[src/rtl/mem_stage_ctrl.sv]
// Memory-stage controller: issues req/ack data-memory accesses, stalls upstream while busy,
// and registers the MEM/WB boundary. Optional macro MEM_ALIGN_CHECK_EN adds misaligned-access trapping.
module mem_stage_ctrl #(
    parameter int ADDR_W = 30
) (
    input  logic              i_clk,
    input  logic              i_rst_n,
`ifdef MEM_ALIGN_CHECK_EN
    output logic              o_misaligned,
`endif
    input  logic              i_RegWrite,
    input  logic              i_MemtoReg,
    input  logic              i_MemWrite,
    input  logic              i_MemRead,
    input  logic [31:0]       i_ALUresult,
    input  logic [31:0]       i_writedata,
    input  logic [4:0]        i_writeReg,
    output logic              o_stall,
    output logic              o_dmem_req,
    output logic              o_dmem_we,
    output logic [ADDR_W-1:0] o_dmem_addr,
    output logic [31:0]       o_dmem_wdata,
    input  logic              i_dmem_ack,
    input  logic [31:0]       i_dmem_rdata,
    output logic              o_RegWriteOut,
    output logic              o_MemtoRegOut,
    output logic [31:0]       o_ALUresultOut,
    output logic [31:0]       o_readdataOut,
    output logic [4:0]        o_writeRegOut
);

    typedef enum logic {
        IDLE   = 1'b0,
        ACCESS = 1'b1
    } state_t;

    state_t              r_state;
    logic                r_dmem_req;
    logic                r_dmem_we;
    logic [ADDR_W-1:0]   r_dmem_addr;
    logic [31:0]         r_dmem_wdata;
    logic                r_RegWrite;
    logic                r_MemtoReg;
    logic [31:0]         r_ALUresult;
    logic [31:0]         r_readdata;
    logic [4:0]          r_writeReg;

    logic w_mem_op;
    logic w_issue;
    logic w_stall;

    assign w_mem_op = i_MemRead | i_MemWrite;

`ifdef MEM_ALIGN_CHECK_EN
    logic w_misalign;
    logic r_misaligned;
    assign w_misalign   = w_mem_op & (|i_ALUresult[1:0]);
    assign w_issue      = w_mem_op & ~w_misalign;
    assign o_misaligned = r_misaligned;
`else
    logic w_unused_lo_bits;
    assign w_unused_lo_bits = ^i_ALUresult[1:0];
    assign w_issue          = w_mem_op;
`endif

    // Stall is forced low while reset is asserted, even with a memory op presented.
    always_comb begin
        w_stall = 1'b0;
        if (i_rst_n) begin
            case (r_state)
                IDLE:    w_stall = w_issue;
                ACCESS:  w_stall = ~i_dmem_ack;
                default: w_stall = 1'b0;
            endcase
        end
    end

    assign o_stall = w_stall;

    always_ff @(posedge i_clk or negedge i_rst_n) begin
        if (!i_rst_n) begin
            r_state      <= IDLE;
            r_dmem_req   <= 1'b0;
            r_dmem_we    <= 1'b0;
            r_dmem_addr  <= '0;
            r_dmem_wdata <= '0;
            r_RegWrite   <= 1'b0;
            r_MemtoReg   <= 1'b0;
            r_ALUresult  <= '0;
            r_readdata   <= '0;
            r_writeReg   <= '0;
`ifdef MEM_ALIGN_CHECK_EN
            r_misaligned <= 1'b0;
`endif
        end else begin
`ifdef MEM_ALIGN_CHECK_EN
            r_misaligned <= 1'b0;
`endif
            case (r_state)
                IDLE: begin
                    if (w_issue) begin
                        r_state      <= ACCESS;
                        r_dmem_req   <= 1'b1;
                        // A load that is also flagged as a store wins; the write is dropped.
                        r_dmem_we    <= i_MemWrite & ~i_MemRead;
                        r_dmem_addr  <= i_ALUresult[ADDR_W+1:2];
                        r_dmem_wdata <= i_writedata;
                        r_RegWrite   <= 1'b0;
                        r_MemtoReg   <= 1'b0;
`ifdef MEM_ALIGN_CHECK_EN
                    end else if (w_misalign) begin
                        r_RegWrite   <= 1'b0;
                        r_MemtoReg   <= 1'b0;
                        r_misaligned <= 1'b1;
`endif
                    end else begin
                        r_RegWrite   <= i_RegWrite;
                        r_MemtoReg   <= i_MemtoReg;
                        r_ALUresult  <= i_ALUresult;
                        r_writeReg   <= i_writeReg;
                    end
                end
                ACCESS: begin
                    if (i_dmem_ack) begin
                        r_state     <= IDLE;
                        r_dmem_req  <= 1'b0;
                        r_RegWrite  <= i_RegWrite;
                        r_MemtoReg  <= i_MemtoReg;
                        r_ALUresult <= i_ALUresult;
                        r_writeReg  <= i_writeReg;
                        if (!r_dmem_we) begin
                            r_readdata <= i_dmem_rdata;
                        end
                    end else begin
                        r_RegWrite  <= 1'b0;
                        r_MemtoReg  <= 1'b0;
                    end
                end
                default: begin
                    r_state    <= IDLE;
                    r_dmem_req <= 1'b0;
                end
            endcase
        end
    end

    assign o_dmem_req     = r_dmem_req;
    assign o_dmem_we      = r_dmem_we;
    assign o_dmem_addr    = r_dmem_addr;
    assign o_dmem_wdata   = r_dmem_wdata;
    assign o_RegWriteOut  = r_RegWrite;
    assign o_MemtoRegOut  = r_MemtoReg;
    assign o_ALUresultOut = r_ALUresult;
    assign o_readdataOut  = r_readdata;
    assign o_writeRegOut  = r_writeReg;

endmodule

[config.mk]
export PLATFORM = sky130hd
export DESIGN_NAME = mem_stage_ctrl
export DESIGN_NICKNAME = d
export VERILOG_FILES = /design/src/rtl/mem_stage_ctrl.sv
export SDC_FILE = /design/constraint.sdc
export NUM_CORES = 1
export LEC_CHECK = 0
export BUFFER_PORTS_ARGS = -buffer_cell sky130_fd_sc_hd__clkbuf_2
export CAP_MARGIN = 20
export CORE_ASPECT_RATIO = 1.1
export CORE_MARGIN = 10
export CORE_UTILIZATION = 46
export DETAILED_ROUTE_END_ITERATION = 12
export PLACE_DENSITY = 0.79
export SLEW_MARGIN = 20
export SYNTH_ARGS = -nofsm -noshare
export SYNTH_HDL_FRONTEND = slang
export SYNTH_SLANG_ARGS = --single-unit
export TNS_END_PERCENT = 10
[constraint.sdc]
create_clock -name i_clk -period 2 [get_ports i_clk]
set_clock_uncertainty 0.2 [all_clocks]
set_input_delay 0.1 -clock i_clk [delete_from_list [all_inputs] [get_ports i_clk]]
set_output_delay 0.1 -clock i_clk [all_outputs]
set_load 0.01 [all_outputs]
==> summary.txt <==
Synthesis
  • Post-Syn Area: 5210 um^2
  • Syn nets: 402
  • Yosys cell types: 18
  • Yosys warns: 0
  • Yosys reg bits: 136
  • Cell accounting for the most synthesized area: dfrtp_1
  • Top cell type's share of synthesized area: 0.653
  • Cells after Synth: 294
  • Syn avg cell area: 17.7 um^2
  • Sequential-to-total area share from yosys stat: 0.653
  • Area contributors post-synth: dfrtp_1 65%, mux2_2 21%, mux2_4 8.6%

CTS
  • Clock tree from TritonCTS: built
  • Clk_lat worst skew: 0.40 ns
  • Clock Sink Count: 136
  • CTS Buffer Depth: 2
  • CTS Root Buffer Type: clkbuf_16
  • Clock transition at path regs: 0.05 ns
  • TritonCTS buffer count: 17
  • H-Tree Depth: 4

Critical path
  • CP required: 1.70 ns
  • Crit path DAT: 1.59 ns
  • Worst Setup Path Type: flip-flop to output port
  • Crit-path cells: o31ai_4 > inv_2 > and2_1 > clkbuf_2
  • CP max stage cell: dfrtp_2
  • Crit path max fanout: 8
  • CP Launch Type: flip-flop
  • Worst setup EP type: output port
  • Register-to-register setup slack: 0.14 ns
  • CP peak stage delay: 0.44 ns

STA
  • Fin. max-slew vios: 0
  • RSZ-0062 raised after global routing: false
  • Hold_ws: 0.101 ns
  • Final min period: 1.89 ns
  • Worst slew pin tran: 0.486 ns
  • TNS Setup: 0 ns
  • Fmax: 0.528 GHz
  • # setup viols final: 0
  • Final hold violations: 0
  • Worst rel slew slack: 0.675
  • Setup ws final: 0.106 ns
  • Tcrit/Tclk final: 0.947

Floorplan
  • Site row count: 40
  • Die H: 132 um
  • Core area: 11000 um^2
  • Die width: 121 um
  • IO Pins: 244
  • DIE AREA: 16000 um^2
  • Initial Util: 0.473

Drt
  • Vias: 4010
  • ANT nets after route: 0
  • WL/cell: 20.3 um
  • Residual DRC count: 0
  • Routed vias/inst: 4.85
  • First DRT Iteration DRCs: 176
  • Routed wire length: 16.8 mm
  • TritonRoute pass-1 iters: 4

Placement
  • GPL Wtd Cong: 0.797
  • Buffers on Ports: 243
  • Placed Cells: 680
  • Dpl ws: 0.196 ns
  • HPWL Detailed: 10.5 mm

Global route
  • Initial antenna violation count: 2
  • First-pass GRT wire length: 26.1 mm
  • GRT Util Overall: 0.210
  • Number of global-route vias before repair: 4733
  • Largest net degree at the start of global routing: 72
  • GRT Residual Overflow: 0

Final layout
  • Fillers: 677
  • Non-Filler Instances: 827
  • Syn-to-layout area delta: 60.6%
  • Nets: 774
  • Proportion of layout cells with a drive suffix above 1: 0.624

Power
  • Worst vdd ir: 0.745 mV
  • Leak: 4.17 nW
  • Total Power: 0.00953 W
  • Cell Pwr Density: 1140 nW/um^2

Min path
  • Worst Hold Class: input port to asynchronous set/reset pin

Run
  • MaxCap Viol Count: 0

Outcome
  • Outcome: finished, final reports clean
## report_power, final
group | total (W) | leakage (nW) | switching [W] | internal, W
sequential | 0.00383 | 1.59 | 0.000402 | 0.00343
combinational | 0.00258 | 2.29 | 0.00118 | 0.00139
clock | 0.00313 | 0.296 | 0.00109 | 0.00204
## state kept, by name, summed over array words and instances, names as in the netlist
register,flops
o_MemtoRegOut,1
o_ALUresultOut,32
o_writeRegOut,5
r_state,1
o_dmem_req,1
o_dmem_addr,30
o_dmem_we,1
o_readdataOut,32
o_RegWriteOut,1
o_dmem_wdata,32
## routing by layer
layer	vias to the layer above	part of all wire	routed length [um]	global-route usage
li1	1783	-	-	-
met1	1991	0.36	5970	0.216
met5	-	0	0	0
met3	40	0.082	1380	0.0724
met4	0	0.028	464	0.0968
met2	196	0.54	9000	0.371
## synthesized netlist by cell type
master	count
nor3_1	1
mux2_4	30
o31ai_4	1
nand2b_1	1
buf_2	6
a21oi_1	3
inv_2	1
nand2_2	1
and2_1	3
mux2_2	99
buf_12	3
buf_4	3
mux2_1	2
inv_1	1
o21ai_2	1
or2_1	1
buf_6	1
dfrtp_1	136
## area by class of cell
class | instances | area, um^2 | share of cell area
well taps | 147 | 184 | 0.0220
flip-flops and latches | 136 | 3400 | 0.407
diodes | 2 | 5.00 | 0.000598
repair buffers | 366 | 2490 | 0.297
clock inverters | 9 | 123 | 0.0147
inverters | 2 | 7.51 | 0.000897
multi-input cells | 143 | 1680 | 0.201
clock buffers | 22 | 474 | 0.0567
## through the flow
step / util / cell area [um^2]
floorplan: - / 5210
global placement: 0.602 / 6630
detailed placement: 0.602 / 6630
CTS: 0.755 / 8320
global route: 0.760 / 8370
finish: 0.760 / 8370
## cell usage in the layout (no fill, tap or decap), drive strengths merged
master and instances:
and2 3, dlygate4sd3 107, o21ai 1, or2 1
diode 2, bufinv 3, o31ai 1, clkinvlp 1
buf 17, nor3 1, nand2b 1, clkinv 5
inv 2, dfrtp 136, a21oi 3, mux2 131
clkbuf 264, nand2 1
## kinds of logic after synthesis
kind of cell | share of synthesized area
buf+inv | 0.0252
flops | 0.653
simple gates | 0.00817
mux | 0.305
compound gates | 0.00864
## timing repair
| action | 4_1_cts | 5_1_grt |
|---|---|---|
| endpoints found under the setup margin | 1 | 1 |
| pin swaps | 1 | 1 |
| setup buffers | 0 | 6 |
| gates resized for setup | 0 | 1 |
| hold buffers | 108 | 0 |
| endpoints found under the hold margin | 272 | 0 |
## worst max-delay path, delay by kind of cell, from the launching register on
kind | cells | cell delay (ns)
flops | 1 | 0.44
simple gates | 1 | 0.19
buf+inv | 2 | 0.26
compound gates | 1 | 0.30
## worst paths after layout
kind / start / to / depth (start not counted)
setup / recovery: r_state / o_stall / 4
hold / removal: i_rst_n / o_ALUresultOut[26] / 3
setup reg to reg: r_state / o_writeRegOut[3] / 4
hold reg to reg: o_dmem_wdata[23] / o_dmem_wdata[23] / 1
max in group asynchronous: i_rst_n / o_ALUresultOut[23] / 3
min in group i_clk: i_writeReg[4] / o_writeRegOut[4] / 3
(Power assumes the default switching activity.)
